[config.mk]
export PLATFORM = sky130hd
export DESIGN_NAME = apb_cmd_seq_flat
export DESIGN_NICKNAME = d
export VERILOG_FILES = /design/src/rtl/apb_cmd_seq_if.sv /design/src/rtl/apb_cmd_seq.sv /design/src/flat_wrapper.sv
export SDC_FILE = /design/constraint.sdc
export NUM_CORES = 1
export LEC_CHECK = 0
export ABC_AREA = 1
export CAP_MARGIN = 20
export CORE_AREA = 10 10 113 216
export DETAILED_ROUTE_END_ITERATION = 7
export DIE_AREA = 0 0 123 226
export GPL_ROUTABILITY_DRIVEN = 0
export PLACE_DENSITY_LB_ADDON = 0.2
export RECOVER_POWER = 50
export SYNTH_ARGS = -nofsm -noshare
export SYNTH_HDL_FRONTEND = slang
export SYNTH_SLANG_ARGS = --single-unit
[constraint.sdc]
create_clock -name apb_clk -period 1.8 [get_ports apb_clk]
set_input_delay 0.36 -clock apb_clk [delete_from_list [all_inputs] [get_ports apb_clk]]
set_output_delay 0.36 -clock apb_clk [all_outputs]
set_load 0.005 [all_outputs]
[src/rtl/apb_cmd_seq_if.sv]
// -----------------------------------------------------------------------------
// apb_cmd_seq_if
//   Bundles the request/response handshake and the APB command bus of the
//   apb_cmd_seq sequencer.
//
//   Request side : req_valid/req_ready handshake with req_op, req_port,
//                  req_addr, req_wdata, req_mask.
//   Response side: rsp_valid one-cycle pulse with rsp_data, rsp_err,
//                  rsp_poll_fail.
//   APB side     : apb_cmd_en, apb_wr_en, apb_wr_addr, apb_wr_data, apb_port
//                  towards the APB controller; apb_done, apb_rd_data back.
//
//   slave  : the sequencer's view (accepts requests, drives the command bus).
//   master : the environment's view (requester plus APB controller).
// -----------------------------------------------------------------------------
interface apb_cmd_seq_if;
  logic        req_valid;
  logic        req_ready;
  logic [1:0]  req_op;
  logic        req_port;
  logic [7:0]  req_addr;
  logic [15:0] req_wdata;
  logic [15:0] req_mask;

  logic        rsp_valid;
  logic [15:0] rsp_data;
  logic        rsp_err;
  logic        rsp_poll_fail;

  logic        apb_wr_en;
  logic        apb_cmd_en;
  logic [7:0]  apb_wr_addr;
  logic [15:0] apb_wr_data;
  logic        apb_port;
  logic        apb_done;
  logic [15:0] apb_rd_data;

  modport slave (
    input  req_valid, req_op, req_port, req_addr, req_wdata, req_mask,
    input  apb_done, apb_rd_data,
    output req_ready, rsp_valid, rsp_data, rsp_err, rsp_poll_fail,
    output apb_wr_en, apb_cmd_en, apb_wr_addr, apb_wr_data, apb_port
  );

  modport master (
    output req_valid, req_op, req_port, req_addr, req_wdata, req_mask,
    output apb_done, apb_rd_data,
    input  req_ready, rsp_valid, rsp_data, rsp_err, rsp_poll_fail,
    input  apb_wr_en, apb_cmd_en, apb_wr_addr, apb_wr_data, apb_port
  );
endinterface

[src/rtl/apb_cmd_seq.sv]
// -----------------------------------------------------------------------------
// apb_cmd_seq
//   Turns one high-level register request (write, read, read-modify-write or
//   poll) into a sequence of level-handshaked commands for an APB controller.
//
//   Each command: apb_cmd_en high for ISSUE_CYC cycles (ISSUE), then held
//   high until apb_done or TIMEOUT_CYC cycles (WAIT), then low for GAP_CYC
//   cycles (GAP). After the last command a one-cycle rsp_valid pulse (RESP)
//   reports the last read value, the timeout flag and the poll-exhausted flag.
//
//   Ports:
//     apb_clk   - clock, rising edge
//     apb_rst_n - asynchronous active-low reset
//     bus       - apb_cmd_seq_if.slave (request, response, APB command bus)
// -----------------------------------------------------------------------------
module apb_cmd_seq #(
  parameter int ISSUE_CYC   = 4,
  parameter int GAP_CYC     = 4,
  parameter int TIMEOUT_CYC = 1023,
  parameter int POLL_MAX    = 255
) (
  input  logic         apb_clk,
  input  logic         apb_rst_n,
  apb_cmd_seq_if.slave bus
);

  typedef enum logic [2:0] {
    S_IDLE,
    S_ISSUE,
    S_WAIT,
    S_GAP,
    S_RESP
  } state_e;

  typedef enum logic [1:0] {
    OP_WRITE = 2'b00,
    OP_READ  = 2'b01,
    OP_RMW   = 2'b10,
    OP_POLL  = 2'b11
  } op_e;

  // One shared cycle counter serves ISSUE, WAIT and GAP; size it for the
  // longest of the three.
  localparam int CNT_MAX_IG = (ISSUE_CYC > GAP_CYC) ? ISSUE_CYC : GAP_CYC;
  localparam int CNT_MAX    = (TIMEOUT_CYC > CNT_MAX_IG) ? TIMEOUT_CYC : CNT_MAX_IG;
  localparam int CNT_W      = $clog2(CNT_MAX + 1);
  localparam int POLL_W     = $clog2(POLL_MAX + 1);

  state_e              state_q, state_d;
  logic [CNT_W-1:0]    cnt_q, cnt_d, cnt_inc;
  logic [POLL_W-1:0]   poll_cnt_q, poll_cnt_d;
  op_e                 op_q, op_d;
  logic [15:0]         wdata_q, wdata_d;
  logic [15:0]         mask_q, mask_d;
  logic [15:0]         rd_q, rd_d;
  logic                more_q, more_d;       // another command follows the GAP
  logic                err_q, err_d;
  logic                poll_fail_q, poll_fail_d;
  logic                ready_q, ready_d;

  // Registered command bus.
  logic                cmd_en_q, cmd_en_d;
  logic                wr_en_q, wr_en_d;     // also marks the current phase
  logic [7:0]          addr_q, addr_d;
  logic [15:0]         wr_data_q, wr_data_d;
  logic                port_q, port_d;

  // Registered response.
  logic                rsp_valid_q, rsp_valid_d;
  logic [15:0]         rsp_data_q, rsp_data_d;
  logic                rsp_err_q, rsp_err_d;
  logic                rsp_poll_fail_q, rsp_poll_fail_d;

  logic [15:0]         rmw_data;
  logic                poll_hit;

  // ---------------------------------------------------------------------------
  // State and datapath registers
  // ---------------------------------------------------------------------------
  // NOTE: every flop, datapath included, has a reset value so that a reset
  // mid-operation drives the whole command bus and response to 0 at once.
  always_ff @(posedge apb_clk or negedge apb_rst_n) begin
    if (!apb_rst_n) begin
      state_q         <= S_IDLE;
      cnt_q           <= '0;
      poll_cnt_q      <= '0;
      op_q            <= OP_WRITE;
      wdata_q         <= '0;
      mask_q          <= '0;
      rd_q            <= '0;
      more_q          <= 1'b0;
      err_q           <= 1'b0;
      poll_fail_q     <= 1'b0;
      ready_q         <= 1'b0;
      cmd_en_q        <= 1'b0;
      wr_en_q         <= 1'b0;
      addr_q          <= '0;
      wr_data_q       <= '0;
      port_q          <= 1'b0;
      rsp_valid_q     <= 1'b0;
      rsp_data_q      <= '0;
      rsp_err_q       <= 1'b0;
      rsp_poll_fail_q <= 1'b0;
    end else begin
      // NOTE: non-blocking so every flop samples the pre-edge values.
      state_q         <= state_d;
      cnt_q           <= cnt_d;
      poll_cnt_q      <= poll_cnt_d;
      op_q            <= op_d;
      wdata_q         <= wdata_d;
      mask_q          <= mask_d;
      rd_q            <= rd_d;
      more_q          <= more_d;
      err_q           <= err_d;
      poll_fail_q     <= poll_fail_d;
      ready_q         <= ready_d;
      cmd_en_q        <= cmd_en_d;
      wr_en_q         <= wr_en_d;
      addr_q          <= addr_d;
      wr_data_q       <= wr_data_d;
      port_q          <= port_d;
      rsp_valid_q     <= rsp_valid_d;
      rsp_data_q      <= rsp_data_d;
      rsp_err_q       <= rsp_err_d;
      rsp_poll_fail_q <= rsp_poll_fail_d;
    end
  end

  // ---------------------------------------------------------------------------
  // Next-state and output logic
  // ---------------------------------------------------------------------------
  always_comb begin
    // NOTE: defaults first so no path leaves a variable unassigned (no latch).
    state_d         = state_q;
    cnt_d           = cnt_q;
    poll_cnt_d      = poll_cnt_q;
    op_d            = op_q;
    wdata_d         = wdata_q;
    mask_d          = mask_q;
    rd_d            = rd_q;
    more_d          = more_q;
    err_d           = err_q;
    poll_fail_d     = poll_fail_q;
    wr_en_d         = wr_en_q;
    addr_d          = addr_q;
    wr_data_d       = wr_data_q;
    port_d          = port_q;
    rsp_valid_d     = 1'b0;
    rsp_data_d      = '0;
    rsp_err_d       = 1'b0;
    rsp_poll_fail_d = 1'b0;

    rmw_data = (bus.apb_rd_data & ~mask_q) | (wdata_q & mask_q);
    poll_hit = (bus.apb_rd_data & mask_q) == (wdata_q & mask_q);
    cnt_inc  = (cnt_q == CNT_W'(CNT_MAX)) ? cnt_q : cnt_q + CNT_W'(1);

    unique case (state_q)
      S_IDLE: begin
        if (bus.req_valid && ready_q) begin
          op_d        = op_e'(bus.req_op);
          wdata_d     = bus.req_wdata;
          mask_d      = bus.req_mask;
          addr_d      = bus.req_addr;
          port_d      = bus.req_port;
          wr_en_d     = (op_e'(bus.req_op) == OP_WRITE);
          wr_data_d   = (op_e'(bus.req_op) == OP_WRITE) ? bus.req_wdata : 16'h0000;
          rd_d        = '0;
          more_d      = 1'b0;
          err_d       = 1'b0;
          poll_fail_d = 1'b0;
          poll_cnt_d  = '0;
          cnt_d       = '0;
          state_d     = S_ISSUE;
        end
      end

      S_ISSUE: begin
        if (cnt_q == CNT_W'(ISSUE_CYC - 1)) begin
          cnt_d   = '0;
          state_d = S_WAIT;
        end else begin
          cnt_d = cnt_inc;
        end
      end

      S_WAIT: begin
        if (bus.apb_done) begin
          cnt_d   = '0;
          more_d  = 1'b0;
          state_d = S_GAP;
          if (!wr_en_q) begin
            rd_d = bus.apb_rd_data;
            unique case (op_q)
              OP_RMW: begin
                // Write phase of RMW reuses the address; the merged value is
                // only loaded on the bus once cmd_en has dropped.
                more_d    = 1'b1;
                wr_en_d   = 1'b1;
                wr_data_d = rmw_data;
              end
              OP_POLL: begin
                poll_cnt_d = (poll_cnt_q == POLL_W'(POLL_MAX)) ? poll_cnt_q
                                                               : poll_cnt_q + POLL_W'(1);
                if (!poll_hit) begin
                  if (poll_cnt_d == POLL_W'(POLL_MAX)) poll_fail_d = 1'b1;
                  else                                 more_d      = 1'b1;
                end
              end
              default: ;
            endcase
          end
        end else if (cnt_q == CNT_W'(TIMEOUT_CYC - 1)) begin
          // Timeout abandons any remaining phases.
          err_d   = 1'b1;
          more_d  = 1'b0;
          cnt_d   = '0;
          state_d = S_GAP;
        end else begin
          cnt_d = cnt_inc;
        end
      end

      S_GAP: begin
        if (cnt_q == CNT_W'(GAP_CYC - 1)) begin
          cnt_d = '0;
          if (more_q) begin
            state_d = S_ISSUE;
          end else begin
            state_d         = S_RESP;
            rsp_valid_d     = 1'b1;
            rsp_data_d      = rd_q;
            rsp_err_d       = err_q;
            rsp_poll_fail_d = poll_fail_q;
          end
        end else begin
          cnt_d = cnt_inc;
        end
      end

      S_RESP: begin
        state_d = S_IDLE;
      end

      default: begin
        state_d = S_IDLE;
      end
    endcase

    cmd_en_d = (state_d == S_ISSUE) || (state_d == S_WAIT);
    ready_d  = (state_d == S_IDLE);
  end

  assign bus.req_ready     = ready_q;
  assign bus.rsp_valid     = rsp_valid_q;
  assign bus.rsp_data      = rsp_data_q;
  assign bus.rsp_err       = rsp_err_q;
  assign bus.rsp_poll_fail = rsp_poll_fail_q;
  assign bus.apb_cmd_en    = cmd_en_q;
  assign bus.apb_wr_en     = wr_en_q;
  assign bus.apb_wr_addr   = addr_q;
  assign bus.apb_wr_data   = wr_data_q;
  assign bus.apb_port      = port_q;

endmodule

[src/flat_wrapper.sv]
// flat-port wrapper written by rule: the top's interface ports become plain ports
module apb_cmd_seq_flat 
#(
  parameter int ISSUE_CYC   = 4,
  parameter int GAP_CYC     = 4,
  parameter int TIMEOUT_CYC = 1023,
  parameter int POLL_MAX    = 255
)
  (apb_clk, apb_rst_n, bus_req_valid, bus_req_op, bus_req_port, bus_req_addr, bus_req_wdata, bus_req_mask, bus_apb_done, bus_apb_rd_data, bus_req_ready, bus_rsp_valid, bus_rsp_data, bus_rsp_err, bus_rsp_poll_fail, bus_apb_wr_en, bus_apb_cmd_en, bus_apb_wr_addr, bus_apb_wr_data, bus_apb_port);
  apb_cmd_seq_if bus_i ();
  input  logic apb_clk;
  input  logic apb_rst_n;
  input wire logic [$bits(bus_i.req_valid)-1:0] bus_req_valid;
  input wire logic [$bits(bus_i.req_op)-1:0] bus_req_op;
  input wire logic [$bits(bus_i.req_port)-1:0] bus_req_port;
  input wire logic [$bits(bus_i.req_addr)-1:0] bus_req_addr;
  input wire logic [$bits(bus_i.req_wdata)-1:0] bus_req_wdata;
  input wire logic [$bits(bus_i.req_mask)-1:0] bus_req_mask;
  input wire logic [$bits(bus_i.apb_done)-1:0] bus_apb_done;
  input wire logic [$bits(bus_i.apb_rd_data)-1:0] bus_apb_rd_data;
  output wire logic [$bits(bus_i.req_ready)-1:0] bus_req_ready;
  output wire logic [$bits(bus_i.rsp_valid)-1:0] bus_rsp_valid;
  output wire logic [$bits(bus_i.rsp_data)-1:0] bus_rsp_data;
  output wire logic [$bits(bus_i.rsp_err)-1:0] bus_rsp_err;
  output wire logic [$bits(bus_i.rsp_poll_fail)-1:0] bus_rsp_poll_fail;
  output wire logic [$bits(bus_i.apb_wr_en)-1:0] bus_apb_wr_en;
  output wire logic [$bits(bus_i.apb_cmd_en)-1:0] bus_apb_cmd_en;
  output wire logic [$bits(bus_i.apb_wr_addr)-1:0] bus_apb_wr_addr;
  output wire logic [$bits(bus_i.apb_wr_data)-1:0] bus_apb_wr_data;
  output wire logic [$bits(bus_i.apb_port)-1:0] bus_apb_port;
  assign bus_i.req_valid = bus_req_valid;
  assign bus_i.req_op = bus_req_op;
  assign bus_i.req_port = bus_req_port;
  assign bus_i.req_addr = bus_req_addr;
  assign bus_i.req_wdata = bus_req_wdata;
  assign bus_i.req_mask = bus_req_mask;
  assign bus_i.apb_done = bus_apb_done;
  assign bus_i.apb_rd_data = bus_apb_rd_data;
  assign bus_req_ready = bus_i.req_ready;
  assign bus_rsp_valid = bus_i.rsp_valid;
  assign bus_rsp_data = bus_i.rsp_data;
  assign bus_rsp_err = bus_i.rsp_err;
  assign bus_rsp_poll_fail = bus_i.rsp_poll_fail;
  assign bus_apb_wr_en = bus_i.apb_wr_en;
  assign bus_apb_cmd_en = bus_i.apb_cmd_en;
  assign bus_apb_wr_addr = bus_i.apb_wr_addr;
  assign bus_apb_wr_data = bus_i.apb_wr_data;
  assign bus_apb_port = bus_i.apb_port;
  apb_cmd_seq #(.ISSUE_CYC(ISSUE_CYC), .GAP_CYC(GAP_CYC), .TIMEOUT_CYC(TIMEOUT_CYC), .POLL_MAX(POLL_MAX)) u_core (.apb_clk(apb_clk), .apb_rst_n(apb_rst_n), .bus(bus_i));
endmodule
==> metrics, run 1 <==
status=completed; largest net degree at the start of global routing=63; Worst R2R Setup Slack=0.11 ns; DP Wirelength=14390 µm; worst path required time=1.44 ns; gr usage total=13.84%; Peak Freq=572.0 MHz; pwr dens=793.9 nW/µm²; die width=123 µm; grt ovf=0; element type at the critical path end=output pin; Core ar.=20930 µm²; Synth top area share=52.59%; Setup Skew=0.006905 ns; # nets final=950; crit-path max cell delay=0.54 ns; Hold Crit Class=reg2reg; Worst Setup Path Type=reg2out; R2R cell count=9; crit path launch type=flop; maximum VDD drop=0.5424 mV; Slew headroom=28.37%; share of layout cells above drive strength 1=15.72%; Hold Path Cell Cnt=2; setup violators final=0; slowest CP cell=clkdlybuf4s50_1; first-pass GRT wire length=28900 µm; Tot Pwr=6.611 mW; maxcap violations=0; family with the most delay on the worst path=buffers and inverters; Final Core Density=39.79%; CTS sink count=121; ys flop type=dfrtp_1; reg2reg end=u_core.bus.apb_wr_data[15]; drt drc=0; TritonCTS buffer count=17; vias per cell=4.461; die area=27800 µm²; CTS H-Tree Depth=4; Hold Startpoint=u_core.bus.apb_wr_addr[5]; average wire per standard cell=15.98 µm; largest area contributor in the netlist=dfrtp_1; Post-synth EDFFs=0; synthesized area per cell=8.133 µm²; Synth-to-Final Area Change=44.61%; synth unique cells=33; Hold Path End=u_core.bus.apb_wr_addr[5]; LEAKAGE=4.259 nW; area of placed instances=7674 µm²; drt first pass iters=6; cell area after layout=8327 µm²; maximum fanout along the worst path=4; Fillers=2131; CP cell instances=clkdlybuf4s50_1; drt initial violations=212; vias in the first global route=5399; post-route setup slack=0.05165 ns; Buffers & Inverters on Critical Path=1; final worst path period share=97.13%; antenna cells=0; pre-CTS setup slack=-0.2350 ns; I/O pins=110; reg2reg start=u_core.state_q[0]; CTS tree=done; drt total wl=18640 µm; initial antenna violation count=0; worst-case clock buffer depth=2; dominant cells by area after synthesis=dfrtp_1, nand2_1, nand3_1, o21ai_0, inv_1; Async SR Flop Fraction=100.0%; flops & latches, synth=121; Synth Instances=708; vias post-DR=5201; measured slew at the worst slew-check pin=1.074 ns; clock-pin slew of the registers on the worst-case setup and hold paths=0.06 ns; sequential area share after synthesis=52.59%; Die Y=226 µm; Post-DRT Antenna Nets=0; Final Critical Period=1.748 ns; Final Max Slew Viols=0; IO buf count=109; Root Buffer=clkbuf_16; Arrival @ worst endpoint=1.39 ns; number of synthesis warnings=0; final hold viol count=0; Initial Utilization=27.52%; post-synth net total=774; synthesized area=5758 µm²; clk_lat worst skew=0.43 ns; # rows=75
==> flip-flops by register name, indices dropped and copies added (netlist names), 2 cells and up <==
name and count:
u_core.bus.apb_wr_data 16, u_core.bus.rsp_data 16, u_core.mask_q 16, u_core.rd_q 16
u_core.wdata_q 16, u_core.cnt_q 10, u_core.bus.apb_wr_addr 8, u_core.poll_cnt_q 8
u_core.state_q 3, u_core.op_q 2
==> where the power goes <==
group	leakage, nW	internal [mW]	switching (mW)
logic	2.53	0.180	0.156
registers	1.44	2.72	0.000816
clock network	0.289	2.29	1.27
total	4.26	5.19	1.42
==> cell families after synthesis <==
| kind of cell | count (synthesis) | synth area share [%] |
|---|---|---|
| AOI/OAI and AO/OA | 94 | 8.475 |
| adders and majority gates | 3 | 0.6520 |
| and+or+nand+nor | 361 | 26.18 |
| DFF | 121 | 52.59 |
| buffers and inverters | 105 | 7.106 |
| muxes | 16 | 3.781 |
| xor gates and xnor gates | 8 | 1.217 |
==> synthesized netlist by cell type, types with 2 or more instances <==
master and n:
nand3_1 68, inv_2 4, clkbuf_1 12, o21ai_1 4, nand4_1 8, o21ai_0 64
buf_1 5, o211ai_1 3, ha_1 3, inv_1 77, nor2_1 71, dfrtp_1 121
xor2_1 7, nor3_1 5, mux2_2 6, a21oi_1 18, nand2_1 200, nand2_2 2
buf_2 4, mux2_4 10, nor2_2 4
==> worst register-to-register path, cell delays in order (launching register included) <==
cell     delay (ns)
dfrtp_1        0.39
nor2_2         0.16
nand2_2        0.12
inv_4          0.10
o21ai_1        0.08
nand2_2        0.12
inv_4          0.05
nand2_4        0.07
buf_12         0.15
mux2_2         0.34
==> layer usage <==
layer  GRT usage, %  vias to the layer above  routed length (µm)
met2          26.18                      105               10560
met3          3.677                       28                 700
li1               -                     2610                   -
met1          13.32                     2458                6816
met4          6.304                        0                 560
met5              0                        -                   0
==> cell usage in the layout (no fill, tap or decap), drive strengths merged <==
cell,n
nand2,203
dfrtp,121
clkdlybuf4s50,108
inv,82
nor2,76
nand3,68
o21ai,68
buf,64
clkbuf,28
a21oi,18
mux2,16
nand4,8
xor2,7
nor3,5
clkinvlp,4
clkinv,4
o211ai,3
bufinv,3
ha,3
a31oi,1
or2,1
a21boi,1
o22ai,1
xnor2,1
o31ai,1
o21bai,1
dlygate4sd3,1
==> repair_timing <==
| action | CTS | global route |
|---|---|---|
| resized for setup | 0 | 15 |
| endpoints found under the setup margin | 0 | 44 |
| setup buffers | 0 | 1 |
| hold endpoints to repair | 32 | 0 |
| hold buffers | 1 | 0 |
==> worst max path at each step <==
stage | startpoint | to | cells past startpoint
after floorplan | u_core.state_q[2] | u_core.bus.apb_wr_data[10] | 10
after global placement | bus_req_valid | u_core.bus.apb_wr_data[4] | 10
after detailed placement | bus_req_valid | u_core.bus.apb_wr_data[15] | 10
after CTS | u_core.cnt_q[0] | u_core.cnt_q[1] | 11
after global routing | u_core.cnt_q[4] | u_core.cnt_q[1] | 10
final | u_core.bus.apb_wr_en | bus_apb_wr_en | 1
==> final cells by class <==
class / count / area, µm² / area share (%)
inverter: 83 / 319.1 / 3.832
multi-input combinational: 482 / 2355 / 28.28
sequential: 121 / 3028 / 36.36
tap: 269 / 336.6 / 4.042
clock buffer: 22 / 474.2 / 5.695
clock inverter: 10 / 142.6 / 1.713
timing repair buffer: 179 / 1672 / 20.08
==> per-stage QoR <==
step	instances	hold slack [ns]	setup TNS, ns
final	1166	0.4686	0
after detailed placement	1132	0.3914	-8.619
after global routing	1166	0.4695	-0.02651
after CTS	1165	0.4586	0
after global placement	1132	0.3928	-7.868
after floorplan	708	0.06441	0
(Power assumes the default switching activity.)
==> run 2, diff against run 1 <==
- CAP_MARGIN: 20 -> 0
==> results of run 2 <==
The final DEF is identical to that of run 1; final timing and power are the same.
